$ cat src/rtl/alu_multicycle_pkg.sv
// Shared ALU constants: the 4-bit ALUOp codes from the ALU control decoder
// and the state encoding of the iterative Mul/Div engine.
package alu_multicycle_pkg;

    localparam logic [3:0] ALUOP_ADD  = 4'h0;
    localparam logic [3:0] ALUOP_SUB  = 4'h1;
    localparam logic [3:0] ALUOP_OR   = 4'h2;
    localparam logic [3:0] ALUOP_SLL  = 4'h3;
    localparam logic [3:0] ALUOP_SLT  = 4'h4;
    localparam logic [3:0] ALUOP_LUI  = 4'h5;
    localparam logic [3:0] ALUOP_MFHI = 4'h6;
    localparam logic [3:0] ALUOP_MUL  = 4'h7;
    localparam logic [3:0] ALUOP_DIV  = 4'h8;

    // ALU-state section: Mul/Div engine sequencing.
    localparam logic [1:0] ST_IDLE = 2'd0;
    localparam logic [1:0] ST_RUN  = 2'd1;
    localparam logic [1:0] ST_FIX  = 2'd2;

    function automatic logic is_muldiv(input logic [3:0] op);
        return (op == ALUOP_MUL) || (op == ALUOP_DIV);
    endfunction

endpackage

$ cat src/rtl/alu_muldiv_iter.sv
// Iterative signed multiply (shift-add) and divide (restoring) on operand
// magnitudes, one bit per cycle, with a final sign-correction cycle.
module alu_muldiv_iter
    import alu_multicycle_pkg::*;
#(
    parameter int DATA_WIDTH = 32,
    parameter int CNT_W      = 5
) (
    input  logic                  clk,
    input  logic                  rst_n,
    input  logic                  start,
    input  logic                  op_div,
    input  logic [DATA_WIDTH-1:0] a,
    input  logic [DATA_WIDTH-1:0] b,
    output logic                  busy,
    output logic                  done,
    output logic [DATA_WIDTH-1:0] hi,
    output logic [DATA_WIDTH-1:0] lo
);

    logic [1:0]            state;
    logic [CNT_W-1:0]      cnt;
    logic [DATA_WIDTH-1:0] hi_q;     // mul: upper product, div: partial remainder
    logic [DATA_WIDTH-1:0] lo_q;     // mul: multiplier/lower product, div: dividend/quotient
    logic [DATA_WIDTH-1:0] opnd_q;   // mul: multiplicand, div: divisor (magnitudes)
    logic                  div_q;
    logic                  neg_q;    // result sign (operand signs differ)
    logic                  neg_r;    // remainder sign follows the dividend
    logic                  dvz_q;

    logic [DATA_WIDTH-1:0]   mag_a, mag_b;
    logic [DATA_WIDTH:0]     mul_sum, div_shift, div_diff;
    logic                    div_ge;
    logic [2*DATA_WIDTH-1:0] prod, prod_fix;

    assign mag_a = a[DATA_WIDTH-1] ? -a : a;
    assign mag_b = b[DATA_WIDTH-1] ? -b : b;

    assign mul_sum   = {1'b0, hi_q} + (lo_q[0] ? {1'b0, opnd_q} : '0);
    assign div_shift = {hi_q, lo_q[DATA_WIDTH-1]};
    assign div_ge    = div_shift >= {1'b0, opnd_q};
    assign div_diff  = div_shift - {1'b0, opnd_q};

    assign prod     = {hi_q, lo_q};
    assign prod_fix = neg_q ? -prod : prod;

    assign busy = (state != ST_IDLE);
    assign done = (state == ST_FIX);

    // NOTE: every output of a combinational block gets a default first, so no path can infer a latch.
    always_comb begin
        hi = prod_fix[2*DATA_WIDTH-1:DATA_WIDTH];
        lo = prod_fix[DATA_WIDTH-1:0];
        if (div_q) begin
            hi = neg_r ? -hi_q : hi_q;
            lo = dvz_q ? '1 : (neg_q ? -lo_q : lo_q);
        end
    end

    // NOTE: sequential state uses non-blocking assignments so every register sees pre-edge values.
    always_ff @(posedge clk or negedge rst_n) begin
        if (!rst_n) begin
            state  <= ST_IDLE;
            cnt    <= '0;
            hi_q   <= '0;
            lo_q   <= '0;
            opnd_q <= '0;
            div_q  <= 1'b0;
            neg_q  <= 1'b0;
            neg_r  <= 1'b0;
            dvz_q  <= 1'b0;
        end else begin
            case (state)
                ST_IDLE: begin
                    if (start) begin
                        state  <= ST_RUN;
                        cnt    <= CNT_W'(DATA_WIDTH - 1);
                        hi_q   <= '0;
                        lo_q   <= op_div ? mag_a : mag_b;
                        opnd_q <= op_div ? mag_b : mag_a;
                        div_q  <= op_div;
                        neg_q  <= a[DATA_WIDTH-1] ^ b[DATA_WIDTH-1];
                        neg_r  <= a[DATA_WIDTH-1];
                        dvz_q  <= (b == '0);
                    end
                end
                ST_RUN: begin
                    if (div_q) begin
                        hi_q <= div_ge ? div_diff[DATA_WIDTH-1:0] : div_shift[DATA_WIDTH-1:0];
                        lo_q <= {lo_q[DATA_WIDTH-2:0], div_ge};
                    end else begin
                        hi_q <= mul_sum[DATA_WIDTH:1];
                        lo_q <= {mul_sum[0], lo_q[DATA_WIDTH-1:1]};
                    end
                    if (cnt == '0) state <= ST_FIX;
                    else           cnt   <= cnt - CNT_W'(1);
                end
                ST_FIX:  state <= ST_IDLE;
                default: state <= ST_IDLE;
            endcase
        end
    end

endmodule

$ cat src/rtl/alu_multicycle.sv
// Execution ALU: single-cycle ops complete one edge after Start; Mul/Div are
// delegated to the iterative engine and update HI/LO on completion.
module alu_multicycle
    import alu_multicycle_pkg::*;
#(
    parameter int DATA_WIDTH = 32,
    parameter int CNT_W      = 5
) (
    input  logic                  Clk,
    input  logic                  Reset_n,
    input  logic                  Start,
    input  logic [3:0]            ALUOp,
    input  logic [DATA_WIDTH-1:0] A,
    input  logic [DATA_WIDTH-1:0] B,
    input  logic [4:0]            Shamt,
    output logic [DATA_WIDTH-1:0] Result,
    output logic                  Zero,
    output logic                  Busy,
    output logic                  Done,
    output logic [DATA_WIDTH-1:0] Hi,
    output logic [DATA_WIDTH-1:0] Lo
);

    logic                  accept, md_start, single_fire, md_done;
    logic [DATA_WIDTH-1:0] md_hi, md_lo, single_res;

    // Start is dropped entirely while a Mul/Div is in flight.
    assign accept      = Start && !Busy;
    assign md_start    = accept && is_muldiv(ALUOp);
    assign single_fire = accept && !is_muldiv(ALUOp);

    alu_muldiv_iter #(
        .DATA_WIDTH (DATA_WIDTH),
        .CNT_W      (CNT_W)
    ) u_muldiv (
        .clk    (Clk),
        .rst_n  (Reset_n),
        .start  (md_start),
        .op_div (ALUOp == ALUOP_DIV),
        .a      (A),
        .b      (B),
        .busy   (Busy),
        .done   (md_done),
        .hi     (md_hi),
        .lo     (md_lo)
    );

    always_comb begin
        single_res = A + B;
        case (ALUOp)
            ALUOP_SUB:  single_res = A - B;
            ALUOP_OR:   single_res = A | B;
            ALUOP_SLL:  single_res = B << Shamt;
            ALUOP_SLT: begin
                single_res    = '0;
                single_res[0] = $signed(A) < $signed(B);
            end
            ALUOP_LUI:  single_res = DATA_WIDTH'(B[15:0]) << 16;
            ALUOP_MFHI: single_res = Hi;
            default:    single_res = A + B;
        endcase
    end

    always_ff @(posedge Clk or negedge Reset_n) begin
        if (!Reset_n) begin
            Result <= '0;
            Zero   <= 1'b1;
            Done   <= 1'b0;
            Hi     <= '0;
            Lo     <= '0;
        end else begin
            Done <= single_fire || md_done;
            if (md_done) begin
                Hi     <= md_hi;
                Lo     <= md_lo;
                Result <= md_lo;
                Zero   <= (md_lo == '0);
            end else if (single_fire) begin
                Result <= single_res;
                Zero   <= (single_res == '0);
            end
        end
    end

endmodule

$ cat config.mk
export PLATFORM = sky130hd
export DESIGN_NAME = alu_multicycle
export DESIGN_NICKNAME = d
export VERILOG_FILES = /design/src/rtl/alu_multicycle_pkg.sv /design/src/rtl/alu_muldiv_iter.sv /design/src/rtl/alu_multicycle.sv
export SDC_FILE = /design/constraint.sdc
export NUM_CORES = 1
export LEC_CHECK = 0
export CAP_MARGIN = 10
export CORE_MARGIN = 10
export CORE_UTILIZATION = 35
export CTS_BUF_LIST = sky130_fd_sc_hd__clkbuf_8
export DETAILED_ROUTE_END_ITERATION = 8
export GPL_TIMING_DRIVEN = 0
export PLACE_DENSITY_LB_ADDON = 0.3
export SYNTH_ARGS = -nofsm -noshare
export SYNTH_HDL_FRONTEND = slang
export SYNTH_SLANG_ARGS = --single-unit
$ cat constraint.sdc
create_clock -name Clk -period 9.03 [get_ports Clk]
set_input_delay 1.3545 -clock Clk [delete_from_list [all_inputs] [get_ports Clk]]
set_output_delay 1.3545 -clock Clk [all_outputs]
set_load 0.01 [all_outputs]
* Yosys cells after proc, flatten, opt, wreduce, memory -nomap -nowiden
Index checks and enable logic that the tools add are counted.
Cells by class: reductions and logical operators 19, equality and inequality tests 13, order comparisons 2, bitwise logic cells 2, shift operators 1, $add $sub $neg 10, muxes and demuxes 29
Operators by type and width (number):
- 32-bit 2-to-1 mux | 17
- 32-bit one-hot mux with 6 select lines | 1
- 32-bit negator | 4
- 32-bit one-hot mux with 2 select lines | 2
- 32-bit logical NOT | 3
- 64-bit 2-to-1 mux | 1
- 64-bit negator | 1
- 32-bit subtractor | 2
- 32-bit by 32-bit adder with 33-bit output | 1
- 33-bit by 32-bit greater-or-equal comparator with 1-bit output | 1
- 32-bit adder | 1
- 32-bit < comparator | 1
- 32-bit bitwise OR | 1
- 32-bit by 5-bit left shift with 32-bit output | 1
- 4-bit by 3-bit == test with 1-bit output (second input constant) | 4
- 5-bit 2-to-1 mux | 2
- 5-bit one-hot mux with 2 select lines | 1
- 4-bit by 2-bit == test with 1-bit output (second input constant) | 2
- 2-bit AND reduction | 3
- 2-bit nonzero test | 3
- 5-bit logical NOT | 1
- 5-bit by 1-bit subtractor with 5-bit output (second input constant) | 1
- 4-bit by 1-bit == test with 1-bit output (second input constant) | 1
- 4-bit == test (second input constant) | 1
- other kinds (13) | 20
Storage, ports and cells: register bits 205, output and inout port bits 99

* Logic depth before layout (Yosys ltp)
Gate-level depths: netlist of the first run.
depth after elaboration 6, depth in mapped cells 17

* Hierarchy
A second synthesis of the first run with hierarchy kept.
Second synthesis, totals: cell total of the unflattened synthesis 3096, area total of the unflattened synthesis 23834.1 um^2
By module, submodules not included:
- alu_muldiv_iter | times used 1, area an instance 12266.8 um^2, cells each 1647
- alu_multicycle | times used 1, area an instance 11567.3 um^2, cells each 1449

* Worst setup path after synthesis of the first run
Ideal clock, no wire load.
kind input to register, from input port B[6], to register Zero, path slack 4.111 ns, buffers on the path 2, library setup time 0.060 ns, arrival time 4.860 ns, stages 16, cell sequence clkbuf_1 > inv_1 > ha_1 > clkbuf_1 > o211ai_1 > a2111oi_0 > o21ai_0 > a21oi_1 > o31ai_1 > o31ai_1 > nor3_1 > or4_1 > a21oi_1 > nand4_1 > nor3_1 > a31o_2
On the way: word-level cells in the longest chain between the ends 5
Ends and longest elaborated chain:
- start, declared | RTL line alu_multicycle.sv:14 | input logic [DATA_WIDTH-1:0] B,
- 32-bit adder (tied with other cells) | RTL line alu_multicycle.sv:60 | default: single_res = A + B;
- 32-bit one-hot mux with 6 select lines * | RTL line alu_multicycle.sv:50 | case (ALUOp)
- 32-bit logical NOT * | RTL line alu_multicycle.sv:80 | Zero <= (single_res == '0);
- 1-bit 2-to-1 mux * | RTL line alu_multicycle.sv:78 | end else if (single_fire) begin
- 1-bit 2-to-1 mux * | RTL line alu_multicycle.sv:73 | if (md_done) begin
- end signal, assigned | RTL line alu_multicycle.sv:77 | Zero <= (md_lo == '0);
- end signal, assigned | RTL line alu_multicycle.sv:80
- end, declared | RTL line alu_multicycle.sv:17 | output logic Zero,
Every way passes the cells marked *; elsewhere a longest branch is shown, timed or not. The select of a mux whose other input is x is not followed. A chain may end at the register's enable or synchronous reset.

* Worst setup path in the final report of the first run
from input port B[5], to register Zero
Same word-level chain as after synthesis.

==> results of run 1 <==
report_power, final:
group	leakage [nW]	switching, mW	internal (mW)
Combinational	8.20	2.85	1.92
Sequential	2.44	0.577	1.34
Clock	0.482	0.463	0.597
Total	11.1	3.89	3.85
cell type report:
cell class / instances / area [sq um]
flip-flops and latches: 205 / 5130
clock buffers: 51 / 702
repair buffers: 177 / 1800
multi-input cells: 2399 / 16400
clock inverters: 19 / 176
inverters: 160 / 601
fillers: 6709 / 37900
well taps: 855 / 1070
plain buffers: 212 / 813
flip-flops by register name, summed over array words and instances, names as in the netlist:
register,cells
u_muldiv.lo_q,32
u_muldiv.state,2
Done,1
Result,32
u_muldiv.neg_q,1
u_muldiv.cnt,5
Zero,1
u_muldiv.hi_q,32
u_muldiv.opnd_q,32
u_muldiv.neg_r,1
Lo,32
u_muldiv.dvz_q,1
u_muldiv.div_q,1
Hi,32
cells by family after synthesis:
kind of cell,Yosys count
compound gates,1018
xor+xnor,185
fa+ha+maj,169
buf+inv,372
flops,205
mux,110
simple gates,917
placed cells by master (no fill, tap or decap), types with 38 or more instances in the layout:
| cell type | Yosys | routed |
|---|---|---|
| nand2_1 | 317 | 317 |
| mux2i_1 | 61 | 61 |
| nor2b_1 | 38 | 38 |
| clkdlybuf4s50_1 | 0 | 170 |
| xor2_1 | 48 | 48 |
| inv_1 | 158 | 166 |
| a21o_1 | 81 | 81 |
| xnor2_1 | 137 | 137 |
| a31oi_1 | 41 | 41 |
| nand3_1 | 60 | 60 |
| o211ai_1 | 71 | 71 |
| dfrtp_1 | 204 | 204 |
| ha_1 | 165 | 165 |
| nor3_1 | 56 | 56 |
| clkbuf_1 | 181 | 181 |
| o31ai_1 | 44 | 44 |
| a21oi_1 | 209 | 209 |
| clkbuf_8 | 0 | 51 |
| nor2_1 | 235 | 235 |
| a211oi_1 | 71 | 70 |
| o21ai_0 | 262 | 261 |
stage by stage:
| stage | std cells | TNS (ns) | power (mW) | hold WS (ns) | util |
|---|---|---|---|---|---|
| 2_1_floorplan | 2976 | 0 | 4.67 | 0.449 | - |
| 3_3_place_gp | 4002 | -541.83 | 6.53 | 0.461 | 0.398 |
| 3_5_place_dp | 4005 | 0 | 6.56 | 0.464 | 0.399 |
| 4_1_cts | 4075 | 0 | 7.63 | 0.478 | 0.413 |
| 5_1_grt | 4078 | 0 | 8.21 | 0.488 | 0.413 |
| 6_report | 4078 | 0 | 7.74 | 0.480 | 0.413 |
worst max-delay path: cells and delay by family:
family | cells | cell delay [ns]
AO/OA/AOI/OAI | 3 | 1.90
adder cells (fa/ha/maj) | 1 | 0.34
AND/OR/NAND/NOR | 7 | 1.82
buffers and inverters | 5 | 1.74
XOR/XNOR | 1 | 0.17
path summary, 6_finish.rpt:
kind / cells after the start / to / slack [ns] / startpoint
setup / recovery: 17 / Zero / 2.22 / B[5]
hold / removal: 1 / Lo[2] / 0.48 / Lo[2]
setup reg to reg: 14 / Zero / 4.03 / u_muldiv.lo_q[0]
hold reg to reg: 1 / Lo[2] / 0.48 / Lo[2]
max in group asynchronous: 3 / u_muldiv.lo_q[26] / 7.31 / Reset_n
min in group asynchronous: 1 / u_muldiv.hi_q[8] / 0.58 / Reset_n
layer usage:
layer / up-vias / wire [um]
li1: 11300 / -
met1: 12300 / 47300
met2: 1560 / 52800
met3: 324 / 10900
met4: 0 / 7930
met5: - / 0
==> results_dict.tcl, run 1 <==
set metrics [dict create \
    run_status "finished, final reports clean" \
    fin_crit_ns 6.81 \
    synth_simple_gate_area_share 0.191 \
    drt_first_pass_iters 6 \
    drt-total-wl_um 119000 \
    cp-start-kind "input pin" \
    numCtsBuffers 40 \
    rsz0062_at_grt "false" \
    skew_ns 0.0626 \
    antenna_found_initial 1 \
    grt_util_met3 0.0556 \
    cts_sinks 205 \
    ys_seq_elements 205 \
    coreArea_sq_mm 0.0646 \
    cap_violations 0 \
    grt_max_degree 109 \
    endpoint_kind "flop" \
    dp_hpwl_um 95600 \
    ys_types 88 \
    grtUsageMet1 0.382 \
    ant_nets 0 \
    yosys.area_share.adder 0.0936 \
    grt-busiest-layer "met2" \
    synth_top_family_by_area "compound AO/OA/AOI/OAI gates" \
    postPlaceCellArea_sq_mm 0.0258 \
    synth_edf_count 0 \
    grt_pass1_vias 24400 \
    dpl_worst_slack_ns 1.96 \
    clk_path_buf_depth 3 \
    dieArea_sq_mm 0.0761 \
    setup_viol 0 \
    wl_per_cell_um 29.2 \
    die_w_um 276 \
    slowest_stage "a221oi_1" \
    die_y_um 276 \
    synth_compound_gate_area_share 0.292 \
    synthFlopType "dfrtp_1" \
    num_rows 93 \
    first_iter_violations 3095 \
    worst_pin_slew_ns 1.37 \
    place_congestion 1.08 \
    syn_area_per_cell_sq_um 7.70 \
    drive_gt1_frac 0.0515 \
    netlist_instances 2976 \
    finalHoldViolCount 0 \
    critPathMaxStageDelay_ns 1.12 \
    cts-root-buf "clkbuf_8" \
    vias 25500 \
    htreeDepth 2 \
    io_pins 175 \
    synthArstFlopShare 1.00 \
    leakagePower_nw 11.1 \
    cp_cell_sequence "clkdlybuf4s50_1 > clkbuf_1 > inv_1 > ha_1 > clkbuf_1 > inv_1 > a221oi_1 > nand2_1 > xnor2_1 > a221oi_1 > nand4b_1 > nor4_1 > nand4b_1 > nor4b_1 > nand4_1 > nor3_1 > a31o_2" \
    cts_hold_buf 0 \
    cp.required_ns 9.57 \
    cts_tree "built" \
    initial_core_util 0.355 \
    yosys.area_share.xor_xnor 0.0707 \
    grt_overflow_total 0 \
    areaGrowthSynthToFinish_pct 16.4 \
    max_slew_margin 0.0867 \
    pwr_density_cell_mw_per_mm2 290 \
    netlist_area_sq_mm 0.0229 \
    layout.nets 3440 \
    drc 0 \
    clk_pin_slew_worst_paths_ns 0.06 \
    synthTopCellsByArea "dfrtp_1 (22%), ha_1 (9.0%), o21ai_0 (5.7%), xnor2_1 (5.2%), nand2_1 (5.2%)" \
    grtUsageMet2 0.477 \
    synth_top_cell_by_area "dfrtp_1" \
    cts_setup_buffers 0 \
    syn-num-nets 3221 \
    cp_data_arrival_time_ns 7.34 \
    final_cell_area_sq_mm 0.0267 \
    clock_latency_ns 0.64 \
    yosysMostFrequentCell "nand2_1" \
    min_path_type "flop to flop" \
    grtUsageTotal 0.302 \
    grt_pass1_wl_um 170000 \
    portBuffers 171 \
    fmax_mhz 147 \
    via_per_inst 6.26 \
    cts-resized-gates 0 \
    vdd_drop_max_mv 0.209 \
    criticalPathCategory "input pin to flop" \
    worst_slack_ns 2.22 \
    drv_slew 0 \
    yosys-top-cells-count "nand2_1 (317), o21ai_0 (262), nor2_1 (235)" \
    yosysSeqAreaShare 0.224 \
    antenna_cells 0 \
    crit_fanout 9 \
    synth_mux_area_frac 0.0668 \
    yosysWarnings 0 \
    synth_top_area_share 0.223 \
    period_share 0.754 \
]
Power figures use the tool's default switching activity.
==> inputs of run 2 (changes only) <==
==> constraint.sdc (replaced) <==
create_clock -name Clk -period 6.76 [get_ports Clk]
set_input_delay 1.014 -clock Clk [delete_from_list [all_inputs] [get_ports Clk]]
set_output_delay 1.014 -clock Clk [all_outputs]
set_load 0.01 [all_outputs]
==> results of run 2 <==
Same layout as run 1 (identical final DEF). Status: finished, final reports clean.
Main changes from that run: setup slack after placement 1.96 ns -> 0.0283 ns; clock-pin slew on the worst setup and hold paths 0.06 ns -> 0.07 ns; setup slack after layout 2.22 ns -> 0.295 ns; hold slack 0.480 ns -> 0.237 ns; register-to-register setup slack 4.03 ns -> 1.76 ns; total power 7.74 mW -> 10.3 mW; worst IR drop on VDD 0.209 mV -> 0.279 mV
